==> config.mk <==
export PLATFORM = sky130hd
export DESIGN_NAME = ssd_scan_decoder
export DESIGN_NICKNAME = d
export VERILOG_FILES = /design/src/rtl/ssd_scan_decoder.sv
export SDC_FILE = /design/constraint.sdc
export NUM_CORES = 1
export LEC_CHECK = 0
export BUFFER_PORTS_ARGS = -buffer_cell sky130_fd_sc_hd__buf_2
export CELL_PAD_IN_SITES_DETAIL_PLACEMENT = 2
export CELL_PAD_IN_SITES_GLOBAL_PLACEMENT = 2
export CORE_ASPECT_RATIO = 2
export CORE_MARGIN = 3
export CORE_UTILIZATION = 41
export CTS_CLUSTER_SIZE = 14
export DETAILED_ROUTE_END_ITERATION = 12
export PLACE_DENSITY = 0.9
export SLEW_MARGIN = 20
export SYNTH_ARGS = -nofsm -noshare
export SYNTH_HDL_FRONTEND = slang
export SYNTH_SLANG_ARGS = --single-unit
==> constraint.sdc <==
create_clock -name clk -period 4.95 [get_ports clk]
set_input_delay 0.7425 -clock clk [delete_from_list [all_inputs] [get_ports clk]]
set_output_delay 0.7425 -clock clk [all_outputs]
set_load 0.005 [all_outputs]
==> src/rtl/ssd_scan_decoder.sv <==
`default_nettype none
// ============================================================================
// ssd_scan_decoder: rebuilds four hex digits from a multiplexed, active-low
// seven-segment anode/segment bus.  Revision 1.0
// ============================================================================
module ssd_scan_decoder #(
    parameter int SETTLE_CYC = 4,
    parameter int OFF_CYC    = 100000
) (
    input  logic       clk,
    input  logic       rst,
    input  logic       a,
    input  logic       b,
    input  logic       c,
    input  logic       d,
    input  logic       e,
    input  logic       f,
    input  logic       g,
    input  logic       an0,
    input  logic       an1,
    input  logic       an2,
    input  logic       an3,
    input  logic       err_clr,
    output logic [3:0] digit0,
    output logic [3:0] digit1,
    output logic [3:0] digit2,
    output logic [3:0] digit3,
    output logic [3:0] dig_valid,
    output logic [3:0] dig_blank,
    output logic       frame_stb,
    output logic       scan_err,
    output logic       display_off
);

    localparam logic [7:0]  C_SETTLE = 8'(SETTLE_CYC);
    localparam logic [19:0] C_OFF    = 20'(OFF_CYC);

    logic [3:0]  s_an_q;
    logic [6:0]  s_seg_q;
    logic [7:0]  cnt_q, cnt_d;
    logic [19:0] idle_q, idle_d;
    logic [3:0]  mask_q;
    logic [3:0]  sh_val_q [4];
    logic [3:0]  sh_valid_q, sh_blank_q;

    logic [10:0] w_raw;
    logic        w_same;
    logic        w_capture;
    logic [3:0]  w_an_low;
    logic        w_single;
    logic        w_multi;
    logic [3:0]  w_dec_val;
    logic        w_dec_valid;
    logic        w_dec_blank;

    assign w_raw     = {an3, an2, an1, an0, a, b, c, d, e, f, g};
    // Comparing the incoming vector against the registered one lets the
    // counter restart on the same edge the new vector is registered.
    assign w_same    = (w_raw == {s_an_q, s_seg_q});
    assign w_capture = w_same && (cnt_q == C_SETTLE - 8'd1);
    assign w_an_low  = ~s_an_q;
    assign w_single  = $onehot(w_an_low);
    assign w_multi   = (w_an_low != 4'd0) && !w_single;

    always_comb begin
        cnt_d = 8'd0;
        if (w_same) begin
            cnt_d = (cnt_q == C_SETTLE) ? cnt_q : cnt_q + 8'd1;
        end
        idle_d = 20'd0;
        if (s_an_q == 4'hF) begin
            idle_d = (idle_q == C_OFF) ? idle_q : idle_q + 20'd1;
        end
    end

    always_comb begin
        w_dec_val   = 4'd0;
        w_dec_valid = 1'b1;
        w_dec_blank = 1'b0;
        case (s_seg_q)
            7'b0000001: w_dec_val = 4'h0;
            7'b1001111: w_dec_val = 4'h1;
            7'b0010010: w_dec_val = 4'h2;
            7'b0000110: w_dec_val = 4'h3;
            7'b1001100: w_dec_val = 4'h4;
            7'b0100100: w_dec_val = 4'h5;
            7'b0100000: w_dec_val = 4'h6;
            7'b0001111: w_dec_val = 4'h7;
            7'b0000000: w_dec_val = 4'h8;
            7'b0000100: w_dec_val = 4'h9;
            7'b0001000: w_dec_val = 4'hA;
            7'b1100000: w_dec_val = 4'hB;
            7'b0110001: w_dec_val = 4'hC;
            7'b1000010: w_dec_val = 4'hD;
            7'b0110000: w_dec_val = 4'hE;
            7'b0111000: w_dec_val = 4'hF;
            7'b1111111: begin
                w_dec_valid = 1'b0;
                w_dec_blank = 1'b1;
            end
            default:    w_dec_valid = 1'b0;
        endcase
    end

    always_ff @(posedge clk or negedge rst) begin
        if (!rst) begin
            s_an_q      <= 4'd0;
            s_seg_q     <= 7'd0;
            cnt_q       <= 8'd0;
            idle_q      <= 20'd0;
            mask_q      <= 4'd0;
            sh_valid_q  <= 4'd0;
            sh_blank_q  <= 4'd0;
            for (int i = 0; i < 4; i++) begin
                sh_val_q[i] <= 4'd0;
            end
            digit0      <= 4'd0;
            digit1      <= 4'd0;
            digit2      <= 4'd0;
            digit3      <= 4'd0;
            dig_valid   <= 4'd0;
            dig_blank   <= 4'd0;
            frame_stb   <= 1'b0;
            scan_err    <= 1'b0;
            display_off <= 1'b0;
        end else begin
            s_an_q    <= {an3, an2, an1, an0};
            s_seg_q   <= {a, b, c, d, e, f, g};
            cnt_q     <= cnt_d;
            idle_q    <= idle_d;
            frame_stb <= (mask_q == 4'hF);

            // A full mask commits the shadows on the following edge; a capture
            // cannot coincide because it needs a fresh multi-cycle dwell.
            if (mask_q == 4'hF) begin
                digit0    <= sh_val_q[0];
                digit1    <= sh_val_q[1];
                digit2    <= sh_val_q[2];
                digit3    <= sh_val_q[3];
                dig_valid <= sh_valid_q;
                dig_blank <= sh_blank_q;
                mask_q    <= 4'd0;
            end else if (w_capture && w_single) begin
                mask_q <= mask_q | w_an_low;
            end

            if (w_capture && w_single) begin
                for (int i = 0; i < 4; i++) begin
                    if (w_an_low[i]) begin
                        sh_val_q[i]   <= w_dec_val;
                        sh_valid_q[i] <= w_dec_valid;
                        sh_blank_q[i] <= w_dec_blank;
                    end
                end
            end

            if (w_capture && w_multi) begin
                scan_err <= 1'b1;
            end else if (err_clr) begin
                scan_err <= 1'b0;
            end

            if (w_capture && w_single) begin
                display_off <= 1'b0;
            end else if (idle_d == C_OFF) begin
                display_off <= 1'b1;
            end
        end
    end

endmodule
`default_nettype wire

==> results of run 1 <==
-- cell families after synthesis --
kind of cell               count (synthesis)  share of synthesized area (%)
AOI/OAI and AO/OA                         33                          4.723
xor gates and xnor gates                  37                          7.325
adders and majority gates                  8                          2.432
buffers and inverters                     29                          2.630
DFF                                       94                          53.17
muxes                                     25                          6.363
and+or+nand+nor                          222                          23.36
-- placed cells by master (no fill, tap or decap), types with 2 or more instances in the layout --
cell       count
nand2_1       97
dfrtp_1       94
nor2_1        49
buf_2         39
xor2_1        29
mux2_2        25
nand3_1       16
nand4_1       12
nor3_1        10
inv_1          9
o21ai_0        9
clkbuf_16      9
xnor2_1        8
a21oi_1        7
ha_1           7
nor4_1         5
and3_1         4
or3_1          4
a31oi_1        4
nor2_2         4
buf_4          4
nand2b_1       3
nor4b_1        2
or4_1          2
and2_1         2
and4_1         2
nor2b_1        2
o21a_1         2
nand3b_1       2
bufinv_16      2
clkbuf_8       2
-- worst reg2reg max path, cell delays in order, from the launching register on --
cell and delay [ns]:
dfrtp_1 0.46, fa_1 0.56, inv_1 0.05, ha_1 0.18, ha_1 0.27, nor2_1 0.10
nand2_1 0.09, or4_1 0.64, nor2_2 0.40, mux2_2 0.41
-- metal layers --
| layer | global-route usage [%] | vias to the layer above |
|---|---|---|
| li1 | - | 1572 |
| met1 | 25.75 | 1770 |
| met2 | 41.56 | 59 |
| met3 | 2.948 | 30 |
| met4 | 9.508 | 0 |
| met5 | 0 | - |
-- state kept, by name, indices dropped and copies added (netlist names), 7 cells and up --
name / flops
idle_q: 20
sh_val_q: 16
cnt_q: 8
s_seg_q: 7
-- area by class of cell --
| type | instances | share of cell area (%) |
|---|---|---|
| Clock buffer | 12 | 5.057 |
| Clock inverter | 4 | 1.529 |
| Inverter | 9 | 0.6660 |
| Multi-Input combinational cell | 325 | 38.55 |
| Sequential cell | 94 | 46.37 |
| Tap cell | 137 | 3.379 |
| Timing Repair Buffer | 43 | 4.440 |
-- stage by stage --
stage          instances  instance area [sq um]  hold WS [ns]  total power [uW]
2_1_floorplan        448                   4424        0.4348             823.0
3_3_place_gp         608                   4738        0.4538             853.5
3_5_place_dp         608                   4738        0.4628             858.3
4_1_cts              624                   5072        0.4790              1629
5_1_grt              624                   5072        0.5089              1668
6_report             624                   5072        0.4593              1612
-- final timing paths --
| check | end | cells after the start | from | slack, ns |
|---|---|---|---|---|
| max in group asynchronous | frame_stb$_DFF_PN0_ | 2 | rst | 3.50 |
| worst max register to register | sh_val_q[7]$_DFFE_PN0P_ | 9 | s_an_q[0]$_DFF_PN0_ | 1.67 |
| worst min-delay path | idle_q[11]$_DFF_PN0_ | 1 | rst | 0.46 |
| worst min register to register | dig_blank[1]$_DFFE_PN0P_ | 2 | sh_blank_q[1]$_DFFE_PN0P_ | 0.47 |
| worst max-delay path | sh_val_q[7]$_DFFE_PN0P_ | 9 | s_an_q[0]$_DFF_PN0_ | 1.67 |
| min in group clk | dig_blank[1]$_DFFE_PN0P_ | 2 | sh_blank_q[1]$_DFFE_PN0P_ | 0.47 |
-- power groups by stage --
stage / Combinational (uW) / Sequential, uW / Clock, uW
6_report: 55.0 / 787 / 769
5_1_grt: 64.1 / 788 / 815
4_1_cts: 57.6 / 787 / 784
3_5_place_dp: 56.4 / 802 / 0
3_3_place_gp: 52.2 / 801 / 0
2_1_floorplan: 31.5 / 792 / 0
==> impl_metrics.json, run 1 <==
{
  "power_frac_clock_pct": 47.7,
  "seqCellArea_sq_um": 2352,
  "syn_inst": 448,
  "topRoutingLayerUsed": "met4",
  "drtPass1Iterations": 4,
  "period_share_pct": 66.19,
  "syn2layout_area_growth_pct": 14.65,
  "antennaDiodeCount": 0,
  "cap_violations": 0,
  "synth_top_area_cell": "dfrtp_1",
  "hold_path_class": "input port to asynchronous set/reset pin",
  "ys_top_cells_by_count": "97 x nand2_1, 94 x dfrtp_1, 49 x nor2_1",
  "fp.coreArea_sq_um": 10540,
  "ir_drop_mv": 0.1812,
  "p_switching_uw": 347.8,
  "wirelength_um": 12650,
  "dp_slack_ns": 1.536,
  "p_comb_share_pct": 3.4,
  "synth-edff-count": 0,
  "synth.most_common_cell": "nand2_1",
  "setup_tns_ns": 0,
  "clock-root-buffer": "clkbuf_16",
  "finish.utilization_pct": 48.11,
  "endpoint_kind": "register",
  "die_h_um": 152.9,
  "first_global_vias": 4026,
  "synth_top_area_share_pct": 53.17,
  "hold_viol": 0,
  "antenna_found_initial": 0,
  "initial_core_util_pct": 41.96,
  "path_common_cell": "ha_1",
  "port_buffers": 40,
  "pin_count": 41,
  "ys.flop_type": "dfrtp_1",
  "num-fill-cells": 1086,
  "wl_per_cell_um": 20.27,
  "critPathLaunchType": "register",
  "vias": 3431,
  "syn-cell-area_sq_um": 4424,
  "cts_htree_levels": 3,
  "vias_per_cell": 5.498,
  "synth-seq-cells": 94,
  "maxSlewHeadroom_pct": 39.00,
  "cts_hold_buf": 0,
  "cts_tree": "done",
  "drt-initial-drc-count": 170,
  "cts_setup_buffers": 0,
  "grt_pass1_wl_um": 21410,
  "rsz0062_at_grt": "false",
  "async_flop_share_pct": 100.0,
  "max_stage_delay_ns": 0.64,
  "slowest_stage": "or4_1",
  "clk_pin_slew_ns": 0.07,
  "drive_gt1_share_pct": 18.69,
  "timing.final.ws_setup_ns": 1.674,
  "synth_area_leaders": "dfrtp_1 53%, nand2_1 8.2%, mux2_2 6.4%",
  "synth_cell_type_count": 47,
  "clockBufferDepth": 2,
  "crit_type": "register to register",
  "track_usage_pct": 22.74,
  "multi_input_area_sq_um": 1956,
  "min_period_ns": 3.276,
  "wl_met1_um": 4836,
  "gp_congestion": 0.7989,
  "setup_viol": 0,
  "syn_area_per_cell_sq_um": 9.876,
  "worstPathRequired_ns": 5.18,
  "p_seq_share_pct": 48.9,
  "status": "finished clean",
  "grt_max_degree": 62,
  "internal-power_uw": 1264,
  "crit_buf_inv": 1,
  "dp_hpwl_um": 8793,
  "cts.sinks": 94,
  "clk_latency_ns": 0.35,
  "routed-wl-met2_um": 7154,
  "die-area_sq_um": 12150,
  "crit_fanout": 7,
  "arrival_ns": 3.50,
  "crit_chain": "fa_1 -> inv_1 -> ha_1 -> ha_1 -> nor2_1 -> nand2_1 -> or4_1 -> nor2_2 -> mux2_2",
  "route.met3.wl_um": 281,
  "drc": 0,
  "p_sw_share_pct": 21.57,
  "yosys_warnings": 0,
  "die_w_um": 79.46,
  "tightest_slew_ns": 0.9140,
  "cts-resized-gates": 0,
  "syn_nets": 470,
  "path_delay_family": "simple AND/OR/NAND/NOR gates",
  "slew_violations": 0,
  "ys_seq_area_share_pct": 53.17,
  "p_leak_uw": 0.002483,
  "nNetsFinal": 504,
  "cts_buffers": 9,
  "placementRows": 53,
  "overflow": 0,
  "clock.fmax_ghz": 0.3052,
  "antenna_left": 0,
  "clock_skew_ns": 0.008635,
  "p_per_area_nw_per_um2": 317.8
}
(Power assumes the default switching activity.)
==> run 2: changes to the inputs <==
Settings changed: ABC_AREA from default to 1, CORE_UTILIZATION 41 to 33, PLACE_DENSITY 0.9 to 0.8.
Clock period 4.95 ns to 2.8 ns, I/O delays scaled along.
==> run 2 against run 1 <==
Effect of this change: design area grew 6.5%; register-to-register slack lost 1.3 ns; largest power group unchanged; maximum frequency grew 32%.
==> impl_metrics.json, run 2 <==
{
  "status": "finished clean",
  "p_sw_share_pct": 26.10,
  "placed_cells": 752,
  "setup_viol": 0,
  "final_cell_mix": "102 x nand2_1, 94 x dfrtp_1, 77 x inv_1",
  "syn_nets": 552,
  "drive_gt1_share_pct": 17.87,
  "cts_setup_buffers": 0,
  "cts-resized-gates": 0,
  "dp_hpwl_um": 11080,
  "synth.most_common_cell": "nand2_1",
  "clock.fmax_ghz": 0.4042,
  "fin_cells": 768,
  "syn-cell-area_sq_um": 4656,
  "nNetsFinal": 599,
  "num-fill-cells": 1574,
  "vias_per_cell": 5.036,
  "wl_per_cell_um": 18.56,
  "arrival_ns": 2.70,
  "pin_count": 41,
  "ys.flop_type": "dfrtp_1",
  "gp_congestion": 0.8747,
  "seqCellArea_sq_um": 2352,
  "cts_buffers": 9,
  "power_frac_clock_pct": 45.4,
  "fp.coreArea_sq_um": 13660,
  "rsz0062_at_grt": "false",
  "hold_viol": 0,
  "p_per_area_nw_per_um2": 511.1,
  "slew_violations": 0,
  "cts_htree_levels": 3,
  "ir_drop_mv": 0.3003,
  "clk_latency_ns": 0.35,
  "die-area_sq_um": 15660,
  "syn2layout_area_growth_pct": 16.02,
  "synth-edff-count": 0,
  "synth_cell_type_count": 31,
  "maxSlewHeadroom_pct": 41.49,
  "p_switching_uw": 720.6,
  "crit_fanout": 12,
  "p_seq_share_pct": 50.0,
  "port_buffers": 40,
  "endpoint_kind": "register",
  "antenna_left": 0,
  "regMostFlops": "idle_q",
  "setup_tns_ns": 0,
  "synth_top_area_share_pct": 50.52,
  "first_global_vias": 4650,
  "die_h_um": 174.0,
  "initial_core_util_pct": 34.08,
  "synth-seq-cells": 94,
  "placementRows": 60,
  "die_w_um": 89.99,
  "async_flop_share_pct": 100.0,
  "wirelength_um": 14250,
  "synth_top_area_cell": "dfrtp_1",
  "grt_max_degree": 60,
  "worstPathRequired_ns": 3.03,
  "cts_hold_buf": 0,
  "vias": 3868,
  "track_usage_pct": 19.55,
  "antennaDiodeCount": 0,
  "syn_area_per_cell_sq_um": 8.784,
  "drtPass1Iterations": 4,
  "period_share_pct": 88.35,
  "p_leak_uw": 0.002661,
  "drc": 0,
  "antenna_found_initial": 0,
  "drt-initial-drc-count": 121,
  "cts_tree": "done",
  "hold_path_class": "input port to asynchronous set/reset pin",
  "clock_skew_ns": 0.008693,
  "tightest_slew_ns": 0.8704,
  "ys_seq_area_share_pct": 50.52,
  "largest_reg_flops": 20,
  "yosys_warnings": 0,
  "syn_inst": 530,
  "cap_violations": 0,
  "crit_type": "register to register",
  "largestRegisters": "idle_q: 20 flops, sh_val_q: 16 flops, cnt_q: 8 flops",
  "synth_area_leaders": "dfrtp_1 51%, nand2_1 8.2%, inv_1 6.2%",
  "mostFrequentLayoutCell": "nand2_1",
  "multi_input_area_sq_um": 1921,
  "grt_pass1_wl_um": 23960,
  "clockBufferDepth": 2,
  "p_comb_share_pct": 4.6,
  "clock-root-buffer": "clkbuf_16",
  "cts.sinks": 94,
  "critPathLaunchType": "register",
  "clk_pin_slew_ns": 0.08,
  "overflow": 0,
  "ys_top_cells_by_count": "102 x nand2_1, 94 x dfrtp_1, 77 x inv_1",
  "min_period_ns": 2.474,
  "internal-power_uw": 2040
}
## run 2: layer usage
| layer | vias to the layer above | part of all wire, % | wire length [um] | global-route usage, % |
|---|---|---|---|---|
| li1 | 1810 | - | - | - |
| met1 | 1973 | 34 | 4805 | 18.25 |
| met2 | 57 | 61 | 8654 | 40.25 |
| met3 | 28 | 1.9 | 275 | 2.685 |
| met4 | 0 | 3.6 | 518 | 9.207 |
| met5 | - | 0 | 0 | 0 |
## run 2: path summary, 6_finish.rpt
kind                       cells past startpoint  slack, ns                  start                        end
setup / recovery                               9       0.33    s_an_q[0]$_DFF_PN0_  sh_blank_q[2]$_DFFE_PN0P_
min in group clk                               1       0.20                      d       s_seg_q[3]$_DFF_PN0_
hold reg to reg                                1       0.51  digit2[2]$_DFFE_PN0P_      digit2[2]$_DFFE_PN0P_
max in group asynchronous                      2       2.06                    rst   dig_blank[2]$_DFFE_PN0P_
hold / removal                                 1       0.04                    rst       idle_q[10]$_DFF_PN0_
setup reg to reg                               9       0.33    s_an_q[0]$_DFF_PN0_  sh_blank_q[2]$_DFFE_PN0P_
## run 2: cell type report
| type | count | area share (%) |
|---|---|---|
| clock buffer | 9 | 4.170 |
| sequential | 94 | 43.55 |
| tap | 186 | 4.309 |
| timing repair buffer | 47 | 5.189 |
| multi-input combinational | 343 | 35.56 |
| inverter | 82 | 5.791 |
| clock inverter | 7 | 1.436 |
## run 2: stage by stage
step	hold slack (ns)	utilization, %	power (uW)	area [sq um]	setup slack (ns)
global placement	0.4348	37.32	1532	5099	0.4328
floorplan	0.1244	-	1465	4656	0.2287
global route	0.07969	39.53	2869	5401	0.1593
detailed placement	0.4403	37.32	1538	5099	0.3351
finish	0.04485	39.53	2760	5401	0.3262
CTS	0.05311	39.53	2804	5401	0.2912
## run 2: cell families after synthesis
logic type	synth area share, %
XOR/XNOR	2.257
flip-flops	50.52
adder cells (fa/ha/maj)	2.311
multiplexers	5.805
AO/OA/AOI/OAI	6.047
buffers and inverters	8.358
AND/OR/NAND/NOR	24.70
## run 2: worst max-delay path: stages (launching register included)
cell	delay, ns
dfrtp_1	0.44
fa_1	0.56
inv_1	0.05
ha_1	0.17
ha_1	0.28
nor3_2	0.17
buf_4	0.21
nand4_4	0.24
nand2_1	0.15
o21ai_1	0.08
## run 2: power by group through the flow
stage / Clock (uW) / Combinational [uW] / Sequential [uW]
after global placement: 0 / 127 / 1410
after detailed placement: 0 / 132 / 1410
after floorplan: 0 / 65.7 / 1400
after global routing: 1340 / 146 / 1380
after CTS: 1290 / 134 / 1380
final: 1250 / 128 / 1380
==> run 3: changes to the inputs <==
Settings changed: ABC_AREA 1 to default, CORE_UTILIZATION 33 to 34.
==> run 3 against run 2 <==
Effect of this change: the run now ends with negative setup slack left; design area increased by 2.8%; via count is 6.4% lower; critical path type unchanged; first-iteration DRC count up 45%; hold slack improved by 0.15 ns; highest routed layer unchanged; combinational power is 52% higher; wire length up 4.9%; power up 7.6%; sequential cell count unchanged; clock skew is 0.00075 ns higher.
==> impl_metrics.json, run 3 (synthesis gave the netlist of run 1 again) <==
{
  "regMostFlops": "idle_q",
  "wl_per_cell_um": 22.38,
  "cts_buffers": 9,
  "hold_path_class": "input port to register",
  "setup_viol": 10,
  "reg2reg_slack_ns": -0.02,
  "drtPass1Iterations": 4,
  "wirelength_um": 14950,
  "r2r_cells": 10,
  "r2r_start": "s_an_q[0]$_DFF_PN0_",
  "grt_max_degree": 74,
  "antennaDiodeCount": 0,
  "rr_endpoint": "sh_val_q[13]$_DFFE_PN0P_",
  "holdCritStartpoint": "a",
  "tightest_slew_ns": 0.9628,
  "die_w_um": 86.66,
  "clk_latency_ns": 0.36,
  "largestRegisters": "idle_q: 20 flops, sh_val_q: 16 flops, cnt_q: 8 flops",
  "crit_type": "register to register",
  "clock.fmax_ghz": 0.3550,
  "dp_hpwl_um": 9542,
  "overflow": 0,
  "ir_drop_mv": 0.3882,
  "arrival_ns": 3.06,
  "nNetsFinal": 535,
  "maxSlewHeadroom_pct": 35.74,
  "worstPathRequired_ns": 3.04,
  "dp_slack_ns": -0.1571,
  "period_share_pct": 100.6,
  "drt-initial-drc-count": 175,
  "clock_skew_ns": 0.009445,
  "fin_cells": 668,
  "first_global_vias": 4219,
  "endpoint_kind": "register",
  "die_h_um": 167.3,
  "crit_chain": "fa_1 -> inv_2 -> ha_4 -> ha_4 -> nor2_4 -> nand2_2 -> or4_4 -> nor2_4 -> buf_12 -> mux2_4",
  "track_usage_pct": 21.21,
  "vias_per_cell": 5.419,
  "slew_violations": 0,
  "status": "finished with violations",
  "drive_gt1_share_pct": 26.45,
  "hold_viol": 0,
  "fp.coreArea_sq_um": 12630,
  "syn2layout_area_growth_pct": 25.48,
  "cts.sinks": 94,
  "slowest_stage": "fa_1",
  "antenna_left": 0,
  "rsz0062_at_grt": "true",
  "cap_violations": 0,
  "vias": 3620,
  "cts_tree": "done",
  "p_per_area_nw_per_um2": 535.0,
  "p_leak_uw": 0.002665,
  "gp_congestion": 0.8040,
  "drc": 0,
  "min_period_ns": 2.817,
  "die-area_sq_um": 14500,
  "grt_pass1_wl_um": 23320,
  "pin_count": 41,
  "clk_pin_slew_ns": 0.07,
  "mostFrequentLayoutCell": "nand2_1",
  "port_buffers": 40,
  "max_stage_delay_ns": 0.55,
  "crit_fanout": 7,
  "clockBufferDepth": 2,
  "holdPathEnd": "s_seg_q[6]$_DFF_PN0_",
  "clock-root-buffer": "clkbuf_16",
  "placed_cells": 641,
  "timing.final.ws_setup_ns": -0.01675,
  "critPathLaunchType": "register",
  "hold_path_depth": 1,
  "placementRows": 58,
  "initial_core_util_pct": 35.04,
  "cts_htree_levels": 3,
  "largest_reg_flops": 20,
  "violations": "negative setup slack",
  "antenna_found_initial": 0,
  "final_cell_mix": "96 x nand2_1, 92 x dfrtp_1, 48 x nor2_1"
}
run 3: cell count changes in the layout (fill, tap and decap cells not counted), sizes merged, moves of 9 or more:
cell,change
inv,-72
o21ai,-22
xor2,+19
buf,+26
nand3,-29
nor3,-9
run 3: timing repair:
item                       CTS  global route
setup endpoints to repair   26            29
gates resized for setup     19            19
hold buffers                 1             0
setup buffers               12             0
hold endpoints to repair    21             0
pin swaps                    5             6
run 3: how the worst max path moves through the flow:
stage | start | endpoint | depth (start not counted)
2_1_floorplan | s_an_q[1]$_DFF_PN0_ | sh_blank_q[0]$_DFFE_PN0P_ | 10
3_3_place_gp | s_an_q[1]$_DFF_PN0_ | sh_val_q[15]$_DFFE_PN0P_ | 10
3_5_place_dp | s_an_q[1]$_DFF_PN0_ | sh_valid_q[0]$_DFFE_PN0P_ | 10
4_1_cts | s_an_q[1]$_DFF_PN0_ | sh_val_q[0]$_DFFE_PN0P_ | 10
5_1_grt | s_an_q[0]$_DFF_PN0_ | sh_valid_q[2]$_DFFE_PN0P_ | 10
6_report | s_an_q[0]$_DFF_PN0_ | sh_val_q[13]$_DFFE_PN0P_ | 10
run 3: layout make-up:
type	count	area [sq um]
timing repair buffer	74	509.2
sequential	94	2355
clock buffer	9	225.2
clock inverter	7	105.1
inverter	9	33.78
tap	150	187.7
fill	1346	7076
multi-input combinational	325	2136
run 3: power by group:
group          switching, uW  internal, uW
Combinational            115          79.9
Sequential              8.77          1370
Clock                    603           798
run 3: per-stage QoR:
step	area (sq um)	TNS (ns)	hold slack, ns	power, uW	util [%]
finish	5552	-0.07798	0.1940	2970	43.97
global route	5552	-2.228	0.1951	3061	43.97
CTS	5497	-0.5340	0.1864	2957	43.53
detailed placement	4965	-3.211	0.3440	1542	39.32
global placement	4965	-0.1866	0.3347	1534	39.32
floorplan	4482	0	0.1244	1457	-
run 3: metal layers:
layer	share of wire [%]	GRT usage [%]	vias up
met5	0	0	-
met4	3.6	10.31	0
met3	2.5	3.053	34
met2	58	40.96	71
met1	35	21.07	1879
li1	-	-	1636
run 3: worst max-delay path, delay by kind of cell (launching register included):
kind	cells	cell delay (ns)
fa+ha+maj	3	0.92
simple gates	4	0.85
flops	1	0.42
mux	1	0.31
buf+inv	2	0.20
